### src/rtl/fetch_pkg.sv
// Shared types and constants for the instruction fetch stage.
package fetch_pkg;

  typedef enum logic [1:0] {
    ST_IDLE  = 2'd0,
    ST_REQ   = 2'd1,
    ST_WAIT  = 2'd2,
    ST_DRAIN = 2'd3
  } fetch_state_e;

  localparam logic [31:0] FETCH_RESET_PC = 32'h0040_0000;
  localparam logic [31:0] PC_STEP        = 32'd4;
  localparam logic [6:0]  OPC_JAL        = 7'b1101111;

  // Sign-extended J-type immediate (byte offset, bit 0 always zero).
  function automatic logic [31:0] j_imm(input logic [31:0] instr);
    return {{11{instr[31]}}, instr[31], instr[19:12], instr[20], instr[30:21], 1'b0};
  endfunction

endpackage

### src/rtl/fetch_if.sv
// Instruction memory request/response channel between fetch (master) and memory (slave).
interface fetch_if;
  logic        imem_req_valid;
  logic        imem_req_ready;
  logic [31:0] imem_req_addr;
  logic        imem_rsp_valid;
  logic [31:0] imem_rsp_data;

  modport master (
    output imem_req_valid, imem_req_addr,
    input  imem_req_ready, imem_rsp_valid, imem_rsp_data
  );

  modport slave (
    input  imem_req_valid, imem_req_addr,
    output imem_req_ready, imem_rsp_valid, imem_rsp_data
  );
endinterface

### src/rtl/fetch_skid_buf.sv
// One-entry instruction+PC holding buffer used while decode is stalled.
module fetch_skid_buf (
  input  logic        clk,
  input  logic        reset,
  input  logic        clear,
  input  logic        load,
  input  logic        pop,
  input  logic [31:0] in_instr,
  input  logic [31:0] in_pc,
  output logic        valid,
  output logic [31:0] out_instr,
  output logic [31:0] out_pc
);

  always_ff @(posedge clk) begin
    if (reset || clear) begin
      valid <= 1'b0;
    end else if (load) begin
      valid <= 1'b1;
    end else if (pop) begin
      valid <= 1'b0;
    end
  end

  always_ff @(posedge clk) begin
    if (reset) begin
      out_instr <= '0;
      out_pc    <= '0;
    end else if (load) begin
      out_instr <= in_instr;
      out_pc    <= in_pc;
    end
  end

endmodule

### src/rtl/fetch_stage.sv
// Instruction fetch stage: PC, imem request FSM, IF/ID output regs with skid buffer.
// Optional JAL target prediction is enabled by defining FETCH_JAL_PREDICT_EN.
//
// state    | meaning
// IDLE     | just out of reset, no request yet
// REQ      | presenting a request (held off while the skid buffer is full)
// WAIT     | one request outstanding, response is live
// DRAIN    | one request outstanding, response is stale and will be dropped
module fetch_stage
  import fetch_pkg::*;
#(
  parameter logic [31:0] RESET_PC = FETCH_RESET_PC
) (
  input  logic        clk,
  input  logic        reset,
  input  logic        stall,
  input  logic        redirect_valid,
  input  logic [31:0] redirect_pc,
  fetch_if.master     imem,
  output logic [31:0] instruction_w,
  output logic [31:0] sig_pc_w,
  output logic        fetch_valid,
  output logic        flush
);

  fetch_state_e state, state_nxt;
  logic [31:0] pc, req_pc;
  logic        req_valid, req_fire;
  logic        rsp_live, deliver_out, skid_load, skid_pop;
  logic        skid_valid;
  logic [31:0] skid_instr, skid_pc;
  logic        jal_taken;
  logic [31:0] jal_target;

  assign imem.imem_req_valid = req_valid;
  assign imem.imem_req_addr  = pc;
  assign req_fire    = req_valid && imem.imem_req_ready;
  assign rsp_live    = (state == ST_WAIT) && imem.imem_rsp_valid && !redirect_valid;
  assign deliver_out = rsp_live && (!fetch_valid || !stall);
  assign skid_load   = rsp_live && fetch_valid && stall;
  assign skid_pop    = skid_valid && !stall && !redirect_valid;

`ifdef FETCH_JAL_PREDICT_EN
  assign jal_taken  = rsp_live && (imem.imem_rsp_data[6:0] == OPC_JAL);
  assign jal_target = req_pc + j_imm(imem.imem_rsp_data);
`else
  assign jal_taken  = 1'b0;
  assign jal_target = '0;
`endif

  always_ff @(posedge clk) begin
    if (reset) state <= ST_IDLE;
    else       state <= state_nxt;
  end

  always_comb begin
    state_nxt = state;
    req_valid = 1'b0;
    unique case (state)
      ST_IDLE: state_nxt = ST_REQ;
      ST_REQ: begin
        req_valid = !skid_valid;
        if (redirect_valid)
          state_nxt = (req_valid && imem.imem_req_ready) ? ST_DRAIN : ST_REQ;
        else if (req_valid && imem.imem_req_ready)
          state_nxt = ST_WAIT;
      end
      // A response in the redirect cycle retires the request, so no drain is needed.
      ST_WAIT: begin
        if (imem.imem_rsp_valid)  state_nxt = ST_REQ;
        else if (redirect_valid)  state_nxt = ST_DRAIN;
      end
      ST_DRAIN: if (imem.imem_rsp_valid) state_nxt = ST_REQ;
      default: state_nxt = ST_IDLE;
    endcase
  end

  always_ff @(posedge clk) begin
    if (reset) begin
      pc     <= RESET_PC;
      req_pc <= RESET_PC;
    end else begin
      if (req_fire) req_pc <= pc;
      if (redirect_valid)  pc <= redirect_pc & ~32'd3;
      else if (jal_taken)  pc <= jal_target;
      else if (req_fire)   pc <= pc + PC_STEP;
    end
  end

  always_ff @(posedge clk) begin
    if (reset) begin
      instruction_w <= '0;
      sig_pc_w      <= '0;
      fetch_valid   <= 1'b0;
      flush         <= 1'b1;
    end else begin
      flush <= !redirect_valid;
      if (redirect_valid) begin
        fetch_valid <= 1'b0;
      end else if (deliver_out) begin
        instruction_w <= imem.imem_rsp_data;
        sig_pc_w      <= req_pc;
        fetch_valid   <= 1'b1;
      end else if (!stall) begin
        if (skid_valid) begin
          instruction_w <= skid_instr;
          sig_pc_w      <= skid_pc;
        end
        fetch_valid <= skid_valid;
      end
    end
  end

  fetch_skid_buf u_skid (
    .clk       (clk),
    .reset     (reset),
    .clear     (redirect_valid),
    .load      (skid_load),
    .pop       (skid_pop),
    .in_instr  (imem.imem_rsp_data),
    .in_pc     (req_pc),
    .valid     (skid_valid),
    .out_instr (skid_instr),
    .out_pc    (skid_pc)
  );

endmodule

### src/flat_wrapper.sv
// flat-port wrapper written by rule: the top's interface ports become plain ports
module fetch_stage_flat import fetch_pkg::*;
#(
  parameter logic [31:0] RESET_PC = FETCH_RESET_PC
)
  (clk, reset, stall, redirect_valid, redirect_pc, instruction_w, sig_pc_w, fetch_valid, flush, imem_imem_req_valid, imem_imem_req_addr, imem_imem_req_ready, imem_imem_rsp_valid, imem_imem_rsp_data);
  fetch_if imem_i ();
  input  logic clk;
  input  logic reset;
  input  logic stall;
  input  logic redirect_valid;
  input  logic [31:0] redirect_pc;
  output logic [31:0] instruction_w;
  output logic [31:0] sig_pc_w;
  output logic fetch_valid;
  output logic flush;
  output wire logic [$bits(imem_i.imem_req_valid)-1:0] imem_imem_req_valid;
  output wire logic [$bits(imem_i.imem_req_addr)-1:0] imem_imem_req_addr;
  input wire logic [$bits(imem_i.imem_req_ready)-1:0] imem_imem_req_ready;
  input wire logic [$bits(imem_i.imem_rsp_valid)-1:0] imem_imem_rsp_valid;
  input wire logic [$bits(imem_i.imem_rsp_data)-1:0] imem_imem_rsp_data;
  assign imem_imem_req_valid = imem_i.imem_req_valid;
  assign imem_imem_req_addr = imem_i.imem_req_addr;
  assign imem_i.imem_req_ready = imem_imem_req_ready;
  assign imem_i.imem_rsp_valid = imem_imem_rsp_valid;
  assign imem_i.imem_rsp_data = imem_imem_rsp_data;
  fetch_stage #(.RESET_PC(RESET_PC)) u_core (.clk(clk), .reset(reset), .stall(stall), .redirect_valid(redirect_valid), .redirect_pc(redirect_pc), .imem(imem_i), .instruction_w(instruction_w), .sig_pc_w(sig_pc_w), .fetch_valid(fetch_valid), .flush(flush));
endmodule
### config.mk
export PLATFORM = sky130hd
export DESIGN_NAME = fetch_stage_flat
export DESIGN_NICKNAME = d
export VERILOG_FILES = /design/src/rtl/fetch_pkg.sv /design/src/rtl/fetch_if.sv /design/src/rtl/fetch_skid_buf.sv /design/src/rtl/fetch_stage.sv /design/src/flat_wrapper.sv
export SDC_FILE = /design/constraint.sdc
export NUM_CORES = 1
export LEC_CHECK = 0
export BUFFER_PORTS_ARGS = -buffer_cell sky130_fd_sc_hd__buf_2
export CORE_MARGIN = 5
export CORE_UTILIZATION = 58
export DETAILED_ROUTE_END_ITERATION = 6
export PLACE_DENSITY_LB_ADDON = 0.2
export SLEW_MARGIN = 20
export SYNTH_ARGS = -nofsm -noshare
export SYNTH_HDL_FRONTEND = slang
export SYNTH_SLANG_ARGS = --single-unit
### constraint.sdc
create_clock -name clk -period 4.6 [get_ports clk]
set_input_delay 0.46 -clock clk [delete_from_list [all_inputs] [get_ports clk]]
set_output_delay 0.46 -clock clk [all_outputs]
set_load 0.005 [all_outputs]
### Yosys cells after proc, flatten, opt, wreduce, memory -nomap -nowiden

Cells that the tools add are included.
W data, S select, Z words.

* add/sub/neg operators: 1
* multipliers: 0
* div/mod/pow operators: 0
* $lt $le $gt $ge: 0
* equal/unequal tests: 7
* shift-type cells: 0
* multiplexer cells: 20
* bitwise gates (word level): 1
* reduce and logical (&&, ||, !) cells: 22

Operators with widths (number)
* $mux W32: 8
* $add A32 B3 Y32 const B: 1
* $mux W2: 6
* $logic_and A1 B1 Y1: 9
* $pmux W2 S4: 1
* $reduce_and A3 Y1: 2
* $reduce_bool A2 Y1: 3
* $mux W1: 5
* $eq A2 B2 Y1 const B: 2
* $logic_not A1 Y1: 4
* $ne A3 B2 Y1 const B: 1
* $ne A3 B3 Y1 const B: 1
* $eq A2 B1 Y1 const B: 1
* $logic_not A2 Y1: 1
* $logic_or A1 B1 Y1: 2
* $ne A2 B1 Y1 const B: 1
* $ne A2 B2 Y1 const B: 1
* $reduce_or A2 Y1: 1
* $not A1 Y1: 1

* register bits: 197
* latch bits: 0
* bits in writable memories: 0
* memory bits (read-only): 0
* word-level logic and storage cells: 62
* memories kept: 0

### Depth between registers and ports, before layout

* depth in word-level cells: 6
* depth in mapped cells: 9

### By module

Synthesis repeated with hierarchy kept, for this count alone.

* cells, all modules: 865
* area, all modules: 8090.3 um^2

Modules (own cells, without submodules)
* fetch_stage: instances 1, cells each 655, area each 5769.3 um^2, seq. area each 2562.5 um^2
* fetch_skid_buf: instances 1, cells each 210, area each 2321.0 um^2, seq. area each 1301.2 um^2

### Worst setup path before layout

Ideal clock, no wire load.

* kind: flip-flop to flip-flop
* start point: reg u_core.state[1]
* end point: reg u_core.pc[31], in the netlist u_core.imem.imem_req_addr[31]
* setup time: 0.117 ns
* arrival time: 1.760 ns
* required time: 4.483 ns
* setup slack: 2.723 ns
* cell stages (with the launch flop): 9
* path buffers: 1
* clock period less this slack: 1.877 ns
* path through: dfxtp_1 -> inv_1 -> ha_1 -> buf_2 -> nand3b_1 -> nor4_4 -> nand4_1 -> xnor2_1 -> a22o_1

* longest elaborated chain between the ends: 4

Ends and longest elaborated chain
* start: declaration: RTL line fetch_stage.sv:26 `fetch_state_e state, state_nxt;`
* start signal: assignment: RTL line fetch_stage.sv:53 `else state <= state_nxt;`
* $eq A2 B1 Y1: RTL line fetch_stage.sv:59 `unique case (state)`
* $mux W1: RTL line fetch_stage.sv:59
* $logic_and A1 B1 Y1: RTL line fetch_stage.sv:37 `assign req_fire = req_valid && imem.imem_req_ready;`
* $reduce_bool A2 Y1 (no line)
* end signal: assignment: RTL line fetch_stage.sv:84 `if (redirect_valid) pc <= redirect_pc & ~32'd3;`
* end signal: assignment: RTL line fetch_stage.sv:85 `else if (jal_taken) pc <= jal_target;`
* end signal: assignment: RTL line fetch_stage.sv:86 `else if (req_fire) pc <= pc + PC_STEP;`
* end: declaration: RTL line fetch_stage.sv:27 `logic [31:0] pc, req_pc;`

Every way passes these cells.
A chain may end at the register's enable or synchronous reset.

### Worst setup path in the final report

* start point: reg u_core.state[1]
* end point: reg u_core.pc[27], in the netlist u_core.imem.imem_req_addr[27]

Same word-level chain as after synthesis.

==> metrics.csv <==
stage;metric;value;unit
setup_path;max_stage_delay;570;ps
logic_synthesis;synth_ff_type;dfxtp_1;
logic_synthesis;synth_edf_count;0;
sta;finalCritPeriodShare;58.1;%
setup_path;cp.arrival;2990;ps
setup_path;path_buf_inv;2;
cts;numCtsBuffers;17;
die;die_x;126;microns
grt;overflow;0;
logic_synthesis;synth_most_common_cell;nand2_1;
power_and_ir_drop;power.internal;2.66;mW
drt;drt-initial-drc-count;693;
logic_synthesis;syn_avg_cell_area;8.51;sq um
sta;slew_headroom;31.7;%
power_and_ir_drop;p_comb_share;6.9;%
setup_path;cp-start-kind;register;
sta;period_minus_slack;2670;ps
grt;antenna_found_initial;0;
grt;grt_pass1_vias;6228;
sta;fin_ws;1930;ps
die;core;0.0132;sq mm
sta;rsz0062_at_grt;no;
final_layout;fillers;1108;
final_layout;area_delta_synth_final;18.2;%
sta;fmax;0.374;GHz
cts;cts_resized;0;
logic_synthesis;async_reset_ff_share;0;%
sta;setup_viol;0;
power_and_ir_drop;p_switching;770;uW
placement;placed_cells_incl_taps;1199;
sta;worst_pin_slew;1020;ps
grt;track_usage;23.3;%
power_and_ir_drop;leakagePower;3.61;nW
drt;drt-pass1-iter-count;5;
placement;placed_area;0.00868;sq mm
final_layout;finalNetCount;1116;
grt;grt_max_degree;141;
die;initial_utilization;59.2;%
power_and_ir_drop;p_per_area;370;mW/mm^2
run;drv_cap;0;
min_path;hold_class;in2reg;
drt;routed_wl;18.8;mm
final_layout;drive_gt1_share;19.5;%
drt;routedWlPerCell;15.4;microns
logic_synthesis;synth_top_area_share;48.3;%
sta;skew;5.58;ps
logic_synthesis;ys_top_cells_by_count;nand2_1, dfxtp_1, a21oi_1;
cts;tritoncts;built;
die;num_io_pins;169;
power_and_ir_drop;p_total;3.43;mW
drt;vias;6707;
placement;place.gp.congestion;0.807;
grt;grt_first_pass_wirelength;30.9;mm
placement;dp_worst_setup_slack;1780;ps
power_and_ir_drop;vdd_drop_max;0.000246;V
die;dieArea;0.0159;sq mm
cts;clock_latency;420;ps
setup_path;path_cells;inv_1 > ha_1 > nand3b_1 > buf_4 > nor3_1 > nor3b_2 > xnor2_1 > o21a_1;
outcome;status;finished, final reports clean;
setup_path;critPathKind;reg2reg;
cts;cts_hold_buffers;0;
cts;root_buffer;clkbuf_16;
die;dieHeight;126;microns
setup_path;required;4910;ps
die;rows;42;
logic_synthesis;synthCells;921;
logic_synthesis;syn_area;0.00784;sq mm
logic_synthesis;yosysSeqAreaShare;48.3;%
placement;io_buffers;162;
final_layout;final_area;0.00927;sq mm
sta;timing_max_transition_violations_final;0;
logic_synthesis;ys_seq_elements;189;
sta;hold_viol;0;
logic_synthesis;yosys_warnings;0;
setup_path;cp_top_family;simple AND/OR/NAND/NOR gates;
setup_path;cp-end-kind;register;
logic_synthesis;yosysUniqueCellTypes;43;
drt;antenna_left;0;
placement;dp_hpwl;12.0;mm
cts;clkTransAtPathRegs;60;ps
logic_synthesis;synthTopCellsByArea;dfxtp_1, nand2_1, mux2i_1;
power_and_ir_drop;swShare;22.5;%
sta;fin_setup_tns;0;ps
drt;drc;0;
final_layout;antenna_cells;0;
drt;routed_via_density;5.47;
power_and_ir_drop;clockPowerShare;42.9;%
cts;cts.sinks;189;
final_layout;final_cell_count_no_fill;1227;
cts;cts_buffer_depth;2;
cts;cts_setup_buffers;0;
power_and_ir_drop;sequentialPowerShare;50.2;%
setup_path;slowest_stage;nand3b_1;
logic_synthesis;synth_top_area_cell;dfxtp_1;
cts;htreeDepth;4;
setup_path;worst-path-max-fanout;22;
[routing by layer]
metal,vias to the layer above,share of wire (%),global-route usage [%]
li1,3366,-,-
met1,3109,47,33.9
met2,216,44,34.8
met3,16,7.3,6.52
met4,0,0.97,5.05
met5,-,0,0
[through the flow]
| stage | util [%] | hold slack (ps) |
|---|---|---|
| after floorplan | - | 436 |
| after global placement | 65.5 | 442 |
| after detailed placement | 65.5 | 446 |
| after CTS | 70.0 | 252 |
| after global routing | 70.0 | 260 |
| final | 70.0 | 262 |
[cell usage in the layout, fill, tap and decap left out, types with 7 or more instances in the layout]
cell,n
nand3_1,11
buf_2,161
dfxtp_1,189
nand2_1,201
xnor2_1,19
a211oi_1,63
mux2i_1,67
nand4_1,8
inv_1,20
xor2_1,10
o21a_1,14
nor3_1,7
clkbuf_16,17
nor2_1,77
a21oi_1,113
nor2b_1,7
[power groups by stage]
stage | Sequential, mW | Clock, mW | Combinational [mW]
finish | 1.72 | 1.47 | 0.235
detailed placement | 1.76 | 0 | 0.233
CTS | 1.72 | 1.49 | 0.235
floorplan | 1.75 | 0 | 0.142
global route | 1.73 | 1.56 | 0.262
global placement | 1.76 | 0 | 0.232
[final cells by class]
cell class / instances / area (sq um) / share of cell area (%)
tap: 176 / 220 / 2.38
clock inverter: 6 / 113 / 1.22
sequential: 189 / 3780 / 40.8
clock buffer: 22 / 474 / 5.12
inverter: 20 / 75.1 / 0.810
multi-input combinational: 645 / 3710 / 40.0
timing repair buffer: 169 / 895 / 9.65
[state kept, by name (all words and copies together) (netlist names)]
| register | cells |
|---|---|
| u_core.u_skid.out_pc | 30 |
| u_core.instruction_w | 32 |
| u_core.state | 2 |
| u_core.u_skid.valid | 1 |
| u_core.flush | 1 |
| u_core.u_skid.out_instr | 32 |
| u_core.fetch_valid | 1 |
| u_core.sig_pc_w | 30 |
| u_core.req_pc | 30 |
| u_core.imem.imem_req_addr | 30 |
[cells by family after synthesis]
group	after synthesis	synth area share [%]
adder cells (fa/ha/maj)	4	0.639
flip-flops	189	48.3
buffers and inverters	90	4.90
XOR/XNOR	29	3.24
other	1	0.0478
AND/OR/NAND/NOR	339	18.7
AO/OA/AOI/OAI	202	15.6
multiplexers	67	8.56
[worst paths after layout]
kind | startpoint | end | slack [ps] | cells past startpoint
worst max-delay path | u_core.state[1]$_SDFFE_PP0P_ | u_core.imem.imem_req_addr[27]$_SDFFE_PP0P_ | 1930 | 8
worst min-delay path | redirect_pc[31] | u_core.imem.imem_req_addr[31]$_SDFFE_PP0P_ | 260 | 2
worst max register to register | u_core.state[1]$_SDFFE_PP0P_ | u_core.imem.imem_req_addr[27]$_SDFFE_PP0P_ | 1930 | 8
worst min register to register | u_core.u_skid.out_pc[3]$_SDFFE_PP0P_ | u_core.u_skid.out_pc[3]$_SDFFE_PP0P_ | 460 | 2
Note: power is estimated with default switching activity, not from simulation.
